**src/rtl/step_driver_pkg.sv**
```systemverilog
// Shared types and defaults for the step_driver INC/DEC strobe front-end.
package step_driver_pkg;

  typedef enum logic [2:0] {
    StIdle,
    StLowUp,
    StLowDn,
    StRecover,
    StCompUp,
    StCompDn
  } state_e;

  localparam int unsigned DefPw   = 4;
  localparam int unsigned DefRw   = 2;
  localparam int unsigned DefSync = 2;

  // Strobes are active-low; this is their resting level.
  localparam logic StrobeIdle   = 1'b1;
  // CARRY_TOP/BORROW_TOP are active-low; synchronizers rest at this level.
  localparam logic FlagInactive = 1'b1;

endpackage

```
**src/rtl/step_driver_flag_sync.sv**
```systemverilog
// Multi-stage synchronizer for an active-low asynchronous flag; resets to the inactive level.
module flag_sync
  import step_driver_pkg::*;
#(
  parameter int unsigned SYNC = DefSync
) (
  input  logic CLK,
  input  logic CLR,
  input  logic d_i,
  output logic q_o
);

  logic [SYNC-1:0] sync_q, sync_d;

  always_comb begin
    sync_d    = sync_q << 1;
    sync_d[0] = d_i;
  end

  always_ff @(posedge CLK or posedge CLR) begin
    if (CLR) begin
      sync_q <= {SYNC{FlagInactive}};
    end else begin
      sync_q <= sync_d;
    end
  end

  assign q_o = sync_q[SYNC-1];

endmodule

```
**src/rtl/step_driver.sv**
```systemverilog
// Shapes user/countdown requests into exclusive active-low INC/DEC pulses for the counter chain,
// compensating wrap-around at zero (underflow) and at the chain maximum (overflow).
module step_driver
  import step_driver_pkg::*;
#(
  parameter int unsigned PW   = DefPw,
  parameter int unsigned RW   = DefRw,
  parameter int unsigned SYNC = DefSync
) (
  input  logic CLK,
  input  logic CLR,
  input  logic RUN,
  input  logic TICK,
  input  logic UP_REQ,
  input  logic DN_REQ,
  input  logic CARRY_TOP,
  input  logic BORROW_TOP,
  output logic INC,
  output logic DEC,
  output logic BUSY,
  output logic DONE,
  output logic SAT
);

  localparam int unsigned CntMax = (PW > RW) ? PW : RW;
  localparam int unsigned CntW   = $clog2(CntMax + 1);
  localparam logic [CntW-1:0] PwLast = CntW'(PW - 1);
  localparam logic [CntW-1:0] RwLast = CntW'(RW - 1);

  state_e          state_q, state_d;
  logic [CntW-1:0] cnt_q, cnt_d;
  logic            pend_up_q, pend_up_d;
  logic            pend_dn_q, pend_dn_d;
  logic            pend_tick_q, pend_tick_d;
  logic            comp_up_q, comp_up_d;
  logic            comp_dn_q, comp_dn_d;
  logic            done_q, done_d;
  logic            sat_q, sat_d;
  logic            inc_q, inc_d;
  logic            dec_q, dec_d;

  logic carry_s, borrow_s;
  logic cancel, launch_up, launch_dn, launch_tick;

  flag_sync #(.SYNC(SYNC)) u_carry_sync (
    .CLK (CLK),
    .CLR (CLR),
    .d_i (CARRY_TOP),
    .q_o (carry_s)
  );

  flag_sync #(.SYNC(SYNC)) u_borrow_sync (
    .CLK (CLK),
    .CLR (CLR),
    .d_i (BORROW_TOP),
    .q_o (borrow_s)
  );

  always_comb begin
    state_d     = state_q;
    cnt_d       = cnt_q + 1'b1;
    comp_up_d   = comp_up_q;
    comp_dn_d   = comp_dn_q;
    done_d      = done_q;
    sat_d       = sat_q;
    launch_up   = 1'b0;
    launch_dn   = 1'b0;
    launch_tick = 1'b0;
    // Opposing user requests annihilate, whatever the FSM is doing.
    cancel      = pend_up_q & pend_dn_q;

    unique case (state_q)
      StIdle: begin
        cnt_d = '0;
        if (pend_up_q && !pend_dn_q) begin
          launch_up = 1'b1;
          state_d   = StLowUp;
          done_d    = 1'b0;
        end else if (pend_dn_q && !pend_up_q) begin
          launch_dn = 1'b1;
          state_d   = StLowDn;
          sat_d     = 1'b0;
        end else if (pend_tick_q) begin
          launch_tick = 1'b1;
          state_d     = StLowDn;
          sat_d       = 1'b0;
        end
      end
      StLowUp, StLowDn, StCompUp, StCompDn: begin
        if (cnt_q == PwLast) begin
          cnt_d   = '0;
          state_d = StRecover;
          // Flags are valid by now: SYNC+1 cycles have elapsed since the strobe fell.
          if (state_q == StLowUp && !carry_s) comp_dn_d = 1'b1;
          if (state_q == StLowDn && !borrow_s) comp_up_d = 1'b1;
        end
      end
      StRecover: begin
        if (cnt_q == RwLast) begin
          cnt_d = '0;
          if (comp_up_q) begin
            state_d   = StCompUp;
            comp_up_d = 1'b0;
            done_d    = 1'b1;
          end else if (comp_dn_q) begin
            state_d   = StCompDn;
            comp_dn_d = 1'b0;
            sat_d     = 1'b1;
          end else begin
            state_d = StIdle;
          end
        end
      end
      default: begin
        state_d = StIdle;
        cnt_d   = '0;
      end
    endcase

    pend_up_d   = (pend_up_q & ~cancel & ~launch_up) | UP_REQ;
    pend_dn_d   = (pend_dn_q & ~cancel & ~launch_dn) | DN_REQ;
    pend_tick_d = (pend_tick_q & ~launch_tick) | (TICK & RUN & ~done_q);

    inc_d = (state_d == StLowUp || state_d == StCompUp) ? ~StrobeIdle : StrobeIdle;
    dec_d = (state_d == StLowDn || state_d == StCompDn) ? ~StrobeIdle : StrobeIdle;
  end

  always_ff @(posedge CLK or posedge CLR) begin
    if (CLR) begin
      state_q     <= StIdle;
      cnt_q       <= '0;
      pend_up_q   <= 1'b0;
      pend_dn_q   <= 1'b0;
      pend_tick_q <= 1'b0;
      comp_up_q   <= 1'b0;
      comp_dn_q   <= 1'b0;
      done_q      <= 1'b0;
      sat_q       <= 1'b0;
      inc_q       <= StrobeIdle;
      dec_q       <= StrobeIdle;
    end else begin
      state_q     <= state_d;
      cnt_q       <= cnt_d;
      pend_up_q   <= pend_up_d;
      pend_dn_q   <= pend_dn_d;
      pend_tick_q <= pend_tick_d;
      comp_up_q   <= comp_up_d;
      comp_dn_q   <= comp_dn_d;
      done_q      <= done_d;
      sat_q       <= sat_d;
      inc_q       <= inc_d;
      dec_q       <= dec_d;
    end
  end

  assign INC  = inc_q;
  assign DEC  = dec_q;
  assign BUSY = (state_q != StIdle);
  assign DONE = done_q;
  assign SAT  = sat_q;

endmodule
```
**config.mk**
```make
export PLATFORM = sky130hd
export DESIGN_NAME = step_driver
export DESIGN_NICKNAME = d
export VERILOG_FILES = /design/src/rtl/step_driver_pkg.sv /design/src/rtl/step_driver_flag_sync.sv /design/src/rtl/step_driver.sv
export SDC_FILE = /design/constraint.sdc
export NUM_CORES = 1
export LEC_CHECK = 0
export ABC_AREA = 1
export ABC_CLOCK_PERIOD_IN_PS = 1750
export BUFFER_PORTS_ARGS = -buffer_cell sky130_fd_sc_hd__buf_2
export CAP_MARGIN = 20
export CORE_ASPECT_RATIO = 0.6
export CORE_MARGIN = 5
export CORE_UTILIZATION = 30
export DETAILED_ROUTE_END_ITERATION = 12
export SLEW_MARGIN = 15
export SYNTH_ARGS = -nofsm -noshare
export SYNTH_HDL_FRONTEND = slang
export SYNTH_SLANG_ARGS = --single-unit
```
**constraint.sdc**
```tcl
create_clock -name CLK -period 1.75 [get_ports CLK]
set_input_delay 0.35 -clock CLK [delete_from_list [all_inputs] [get_ports CLK]]
set_output_delay 0.35 -clock CLK [all_outputs]
set_load 0.02 [all_outputs]
```
==> results of run 1 <==
==> critical path, delay by kind of cell (launching register included) <==
| family | cells | cell delay [ns] |
|---|---|---|
| and+or+nand+nor | 2 | 0.33 |
| buffers and inverters | 1 | 0.17 |
| DFF | 1 | 0.48 |
==> where the power goes <==
group	total [µW]	internal, µW	switching [µW]
clock	307	162	145
combinational	745	254	491
sequential	634	551	83.4
total	1690	967	720
==> cells by family after synthesis <==
family,after synthesis
AO/OA/AOI/OAI,11
buffers and inverters,20
AND/OR/NAND/NOR,57
adder cells (fa/ha/maj),4
flip-flops,19
==> path summary, 6_finish.rpt <==
kind / end / start / depth (start not counted) / slack [ns]
worst max-delay path: BUSY / state_q[1] / 3 / 0.16
worst min-delay path: cnt_q[2] / CLR / 3 / 0.09
worst max register to register: comp_up_q / cnt_q[0] / 7 / 0.31
worst min register to register: u_borrow_sync.sync_q[1] / u_borrow_sync.sync_q[0] / 0 / 0.36
max in group asynchronous: u_carry_sync.sync_q[0] / CLR / 3 / 1.39
min in group CLK: u_borrow_sync.sync_q[0] / BORROW_TOP / 1 / 0.19
==> state kept, by name, summed over array words and instances (netlist names) <==
name                  cells
state_q                   3
u_borrow_sync.sync_q      2
pend_up_q                 1
DONE                      1
INC                       1
pend_dn_q                 1
comp_up_q                 1
comp_dn_q                 1
cnt_q                     3
pend_tick_q               1
SAT                       1
u_carry_sync.sync_q       2
DEC                       1
==> cell usage in the layout (no fill, tap or decap) <==
cell type	instances
inv_2	4
clkbuf_8	3
nand3_1	4
nor3_1	1
buf_4	1
nor2_2	2
o21ai_0	1
clkbuf_1	1
nand2_4	2
nand4_2	1
o21bai_1	2
o21ai_2	1
o21ai_1	5
clkinv_1	1
ha_1	4
nand2_1	28
a21oi_1	1
nand4_1	1
nand3_2	3
dfstp_2	6
inv_1	15
nand3_4	1
nor2_1	9
nand2_2	4
buf_2	12
nor2_4	1
dfrtp_1	13
a21boi_1	1
==> layer usage <==
layer	vias up	wire, µm	part of all wire [%]	global-route usage (%)
met5	-	0	0	0
met4	0	42	2.1	5.61
met3	5	134	6.8	4.43
met2	23	831	42	15.3
met1	337	970	49	12.1
li1	377	-	-	-
==> cells in the mapped netlist, drive strengths merged <==
library cell  count
a21boi            1
nor2             12
a21oi             1
nand2            34
inv              19
dfstp             6
nand3             8
dfrtp            13
o21ai             7
ha                4
nand4             2
o21bai            2
nor3              1
clkinv            1
==> metrics by stage <==
stage	area, µm²	setup slack, ns	hold WS, ns	power, µW
finish	1140	0.160	0.0926	1690
global route	1140	0.113	0.120	1830
CTS	1140	0.157	0.0928	1710
detailed placement	1100	0.312	0.349	1380
global placement	1100	0.341	0.346	1360
floorplan	976	0.421	0.297	1210
==> cell type report <==
| type | instances | area [µm²] |
|---|---|---|
| multi-input combinational | 72 | 418 |
| fill | 327 | 2040 |
| sequential | 19 | 483 |
| clock buffer | 4 | 45.0 |
| tap | 45 | 56.3 |
| timing repair buffer | 13 | 67.6 |
| inverter | 20 | 75.1 |
==> metrics.yaml, run 1 <==
clocking:
  cts.clk_slew.worst_paths_ns: 0.07
  insertion_delay_ns: 0.26
  post_cts_resized: 0
  numCtsBuffers: 3
  htree_levels: 1
  cts_tree: "yes"
  post_cts_buffers: 0
  clockBufferDepth: 2
  clock-sinks: 19
  clock-root-buffer: "clkbuf_8"
  hold_buffers: 0
logic_synthesis:
  ys_types: 24
  synth-seq-cells: 19
  synth_mux_area_share_pct: 0
  synth-compound-area-share_pct: 6.79
  ys_seq_area_share_pct: 49.5
  avgSynthCellArea_um2: 8.79
  syn-num-nets: 123
  yosys-top-cells-area: "dfrtp_1 (33%), dfstp_2 (16%), nand2_1 (11%), inv_1 (5.8%), ha_1 (5.1%)"
  synth_top_family_by_area: "simple AND/OR/NAND/NOR gates"
  synth-xor-area-share_pct: 0
  syn_inst: 111
  yosysTopAreaCell: "dfrtp_1"
  yosysWarnings: 0
  synthSimpleGateAreaFrac_pct: 30.9
  yosys.area_share.adder_pct: 5.13
  synth_area_um2: 976
  synthDominantCellAreaShare_pct: 33.3
placement:
  dp_hpwl_mm: 1.54
  portBuffers: 12
  gp_congestion: 0.909
  dp.cells: 169
floorplanning:
  row_count: 16
  fp.coreArea_mm2: 0.00318
  initial_core_util_pct: 30.7
  die_x_um: 83.6
  die_area_mm2: 0.00453
  pin_count: 13
  die_y_um: 54.2
drt:
  vias: 742
  ant_nets: 0
  wl_per_cell_um: 11.4
  drt-initial-drc-count: 54
  firstDrtPassIters: 4
  routed_via_density: 4.29
  drc: 0
  finalWirelength_mm: 1.98
timing:
  rsz0062_at_grt: "no"
  finClkSkew_ns: 0.00853
  finalCriticalPeriod_ns: 1.59
  relSlewSlack_pct: 78.4
  max_freq_mhz: 629
  setup_viol: 0
  finalCritPeriodShare_pct: 90.9
  finalHoldViolations: 0
  finalSetupTns_ns: 0
  tightest_slew_ns: 0.321
  finalMaxSlewViolations: 0
hold_path:
  hold_class: "input port to asynchronous set/reset pin"
global_route:
  antenna_found_initial: 0
  grt_start_max_net_pins: 20
  grt.total_usage_pct: 10.1
  grt-ovfl-total: 0
  grt_pass1_vias: 689
  grt_pass1_wl_mm: 3.34
setup_path:
  cp_slowest_cell: "dfrtp_1"
  arrival_ns: 1.24
  cp_max_fo: 6
  crit_chain: "nor2_2 -> nand2_2 -> buf_2"
  startpoint_type: "register"
  critical_path_class: "register to primary output"
  end_kind: "primary output"
  cp_slowest_stage_delay_ns: 0.48
  worstPathRequired_ns: 1.40
status:
  status: "finished clean"
layout:
  fin_util_pct: 36.0
  layout-drive-gt1-share_pct: 32.0
  diodes: 0
  syn2layout_area_growth_pct: 17.3
  instances_no_fill: 173
  fin_nets: 141
job:
  drv_cap: 0
pwr:
  p_leak_uw: 0.000594
  ir_drop_mv: 0.426
  p_per_area_mw_per_mm2: 1470
Note: power is estimated with default switching activity, not from simulation.
==> run 2: changes to the inputs <==
Settings changed: CTS_BUF_LIST set to sky130_fd_sc_hd__clkbuf_4 sky130_fd_sc_hd__clkbuf_8.
==> metrics.yaml, run 2 (synthesis results as in run 1) <==
status:
  status: "finished clean"
placement:
  dp_hpwl_mm: 1.54
  portBuffers: 12
  placedInstanceArea_mm2: 0.00110
  gp_congestion: 0.909
drt:
  routed_via_density: 4.31
  vias: 746
  wl_per_cell_um: 11.3
  routed.top_layer: "met4"
  finalWirelength_mm: 1.95
  met1Wirelength_um: 905
  wl_met3_um: 174
  ant_nets: 0
  routed-wl-met2_um: 831
  firstDrtPassIters: 4
  drt-initial-drc-count: 60
  drc: 0
pwr:
  finalPower_uw: 1700
  p_per_area_mw_per_mm2: 1480
  comb_power_share_pct: 43.7
  intPower_uw: 982
  p_sw_uw: 716
  p_leak_uw: 0.000597
  ir_drop_mv: 0.426
  pwr-share-seq_pct: 37.4
  pwr-share-clk_pct: 18.9
  swShare_pct: 42.2
setup_path:
  worstPathRequired_ns: 1.40
  r2r-start: "cnt_q[0]"
  end_kind: "primary output"
  reg2reg_depth: 7
  crit_end: "BUSY"
  critical_path_class: "register to primary output"
  r2r_slack_ns: 0.31
  r2r_end: "comp_up_q"
  arrival_ns: 1.24
  cp_max_fo: 6
  crit_start: "state_q[1]"
  startpoint_type: "register"
clocking:
  clockBufferDepth: 2
  clock-root-buffer: "clkbuf_8"
  hold_buffers: 0
  numCtsBuffers: 3
  cts_tree: "yes"
  insertion_delay_ns: 0.26
  cts.clk_slew.worst_paths_ns: 0.07
  post_cts_buffers: 0
  htree_levels: 1
  post_cts_resized: 0
  clock-sinks: 19
global_route:
  grt_start_max_net_pins: 20
  antenna_found_initial: 0
  grt-ovfl-total: 0
  grt_pass1_wl_mm: 3.34
  grt.total_usage_pct: 10.1
  grt_pass1_vias: 689
timing:
  rsz0062_at_grt: "no"
  setup_viol: 0
  finalHoldViolations: 0
  finalSetupTns_ns: 0
  finalMaxSlewViolations: 0
  finClkSkew_ns: 0.00867
  max_freq_mhz: 629
  tightest_slew_ns: 0.324
  finalCriticalPeriod_ns: 1.59
  relSlewSlack_pct: 78.2
  finalCritPeriodShare_pct: 90.8
layout:
  finalInstanceArea_mm2: 0.00115
  nFillCells: 324
  diodes: 0
  syn2layout_area_growth_pct: 17.7
  layout-drive-gt1-share_pct: 32.8
  top_regs: "cnt_q: 3 flops, state_q: 3 flops"
  fin_nets: 141
  final_common_cell: "nand2_1"
  layout_common_cells: "nand2_1 (28), inv_1 (15), dfrtp_1 (13)"
floorplanning:
  fp.coreArea_mm2: 0.00318
  die_y_um: 54.2
  initial_core_util_pct: 30.7
  die_area_mm2: 0.00453
  pin_count: 13
  die_x_um: 83.6
  row_count: 16
hold_path:
  hold_class: "input port to asynchronous set/reset pin"
job:
  drv_cap: 0
-- run 2: cell types whose count changed in the layout (fill, tap and decap cells not counted) --
cell | before | now
clkbuf_1 | 1 | 0
clkbuf_4 | 0 | 1
-- run 2: power by group through the flow --
stage	registers (µW)	logic (µW)	clock network, µW
6_report	634	742	321
5_1_grt	643	843	355
4_1_cts	633	746	343
3_5_place_dp	640	744	0
3_3_place_gp	638	722	0
2_1_floorplan	649	565	0
-- run 2: worst max-delay path, stage by stage, from the launching register on --
cell,delay (ns)
dfrtp_1,0.48
nor2_2,0.23
nand2_2,0.09
buf_2,0.17
-- run 2: how the worst min path moves through the flow --
| stage | to | cells after the start | startpoint | slack, ns |
|---|---|---|---|---|
| global route | cnt_q[2] | 3 | CLR | 0.12 |
| floorplan | DONE | 1 | CLR | 0.30 |
| finish | pend_tick_q | 3 | CLR | 0.09 |
| CTS | pend_tick_q | 3 | CLR | 0.09 |
| global placement | u_carry_sync.sync_q[1] | 0 | u_carry_sync.sync_q[0] | 0.35 |
| detailed placement | u_borrow_sync.sync_q[1] | 0 | u_borrow_sync.sync_q[0] | 0.35 |
-- run 2: cell type report --
class	instances	area (µm²)	share of cell area, %
flip-flops and latches	19	483	42.0
multi-input cells	72	418	36.4
inverters	20	75.1	6.54
repair buffers	13	67.6	5.88
well taps	45	56.3	4.90
clock buffers	4	48.8	4.25
-- run 2: stage by stage --
stage               hold WS (ns)  setup WS, ns  instances  util, %
floorplan                  0.297         0.421        111        -
global placement           0.346         0.341        169     34.6
detailed placement         0.349         0.312        169     34.6
CTS                       0.0928         0.157        173     36.1
global route               0.120         0.113        173     36.1
finish                    0.0936         0.161        173     36.1
-- run 2: layer usage --
metal | vias to the layer above | GRT usage (%)
met5 | - | 0
met2 | 28 | 15.3
li1 | 375 | -
met4 | 0 | 5.61
met1 | 338 | 12.1
met3 | 5 | 4.43
==> run 3: changes to the inputs <==
Settings changed: BUFFER_PORTS_ARGS -buffer_cell sky130_fd_sc_hd__buf_2 to not set, DONT_BUFFER_PORTS set to 1.
==> metrics.yaml, run 3 (synthesis results as in run 1) <==
status:
  status: "finished clean"
global_route:
  grt_start_max_net_pins: 20
  antenna_found_initial: 0
  grt.total_usage_pct: 8.97
  grt-ovfl-total: 0
  grt_pass1_vias: 689
  grt_pass1_wl_mm: 3.07
pwr:
  p_leak_uw: 0.000543
  finalPower_uw: 1640
  p_per_area_mw_per_mm2: 1520
  ir_drop_mv: 0.410
layout:
  multiInputGateArea_um2: 418
  syn2layout_area_growth_pct: 10.5
  diodes: 0
  layout_common_cells: "nand2_1 (28), inv_1 (15), dfrtp_1 (13)"
  seq_area_um2: 483
  nFillCells: 323
  layout-drive-gt1-share_pct: 25.2
  fin_nets: 128
  top_regs: "cnt_q: 3 flops, state_q: 3 flops"
  final_common_cell: "nand2_1"
timing:
  finalHoldViolations: 0
  relSlewSlack_pct: 52.5
  setup_viol: 0
  rsz0062_at_grt: "no"
  finalSetupTns_ns: 0
  max_freq_mhz: 678
  finalCriticalPeriod_ns: 1.47
  tightest_slew_ns: 0.711
  finClkSkew_ns: 0.00480
  finalMaxSlewViolations: 0
  finalCritPeriodShare_pct: 84.3
placement:
  dp_hpwl_mm: 1.47
  gp_congestion: 0.857
  portBuffers: 0
drt:
  ant_nets: 0
  routed.top_layer: "met4"
  drc: 0
  finalWirelength_mm: 1.87
  wl_met3_um: 101
  wl_per_cell_um: 11.7
  vias: 689
  drt-initial-drc-count: 24
  routed_via_density: 4.31
  firstDrtPassIters: 4
  routed-wl-met2_um: 823
  met1Wirelength_um: 937
clocking:
  clock-root-buffer: "clkbuf_8"
  cts.clk_slew.worst_paths_ns: 0.07
  hold_buffers: 0
  clock-sinks: 19
  clockBufferDepth: 2
  htree_levels: 1
  post_cts_resized: 0
  cts_tree: "yes"
  numCtsBuffers: 3
  post_cts_buffers: 0
  insertion_delay_ns: 0.26
setup_path:
  cp_max_fo: 4
  startpoint_type: "register"
  reg2reg_depth: 9
  r2r_slack_ns: 0.28
  r2r_end: "DEC"
  arrival_ns: 1.67
  r2r-start: "cnt_q[0]"
  worstPathRequired_ns: 1.94
  end_kind: "register"
  critical_path_class: "register to register"
floorplanning:
  die_y_um: 54.2
  die_x_um: 83.6
  row_count: 16
  pin_count: 13
  fp.coreArea_mm2: 0.00318
  die_area_mm2: 0.00453
  initial_core_util_pct: 30.7
job:
  drv_cap: 0
hold_path:
  hold-path-endpoint: "u_borrow_sync.sync_q[0]"
  hp-start: "BORROW_TOP"
  hold_class: "input port to register"
  whs_path_depth: 0
-- run 3: cell count changes in the layout (fill, tap and decap cells not counted), sizes merged --
cell and change:
buf -13, clkbuf -1, clkinv +1
-- run 3: how the worst max path moves through the flow --
stage | from | endpoint | slack (ns)
after floorplan | cnt_q[0] | DEC | 0.42
after global placement | cnt_q[0] | comp_dn_q | 0.27
after detailed placement | cnt_q[0] | DEC | 0.29
after CTS | cnt_q[0] | DEC | 0.27
after global routing | cnt_q[0] | DEC | 0.16
final | cnt_q[0] | DEC | 0.28
-- run 3: area by class of cell --
class | instances | area share [%]
flip-flops and latches | 19 | 44.8
inverters | 20 | 6.96
clock inverters | 1 | 0.464
clock buffers | 3 | 3.83
well taps | 45 | 5.22
multi-input cells | 72 | 38.7
-- run 3: where the power goes --
group | internal [µW] | leakage, µW | switching, µW
sequential | 553 | 0.000232 | 110
combinational | 223 | 0.000286 | 449
clock | 158 | 0.0000255 | 146
-- run 3: through the flow --
stage | utilization [%] | hold slack, ns | instance area [µm²] | setup slack, ns | cells
floorplan | - | 0.297 | 976 | 0.421 | 111
global placement | 32.4 | 0.348 | 1030 | 0.274 | 156
detailed placement | 32.4 | 0.347 | 1030 | 0.291 | 156
CTS | 33.9 | 0.0724 | 1080 | 0.270 | 160
global route | 33.9 | 0.0617 | 1080 | 0.165 | 160
finish | 33.9 | 0.0819 | 1080 | 0.276 | 160
-- run 3: worst max-delay path: stages, from the launching register on --
cell     delay (ns)
dfrtp_1        0.41
ha_1           0.22
ha_1           0.20
inv_1          0.11
nand2_1        0.11
nand2_4        0.09
nand3_4        0.07
nand2_1        0.06
inv_1          0.03
nor2_1         0.09
-- run 3: metal layers --
metal  track usage [%]  vias up
met2              14.6       13
met5                 0        -
met4              1.60        0
met1              11.0      324
met3              4.43        2
li1                  -      350
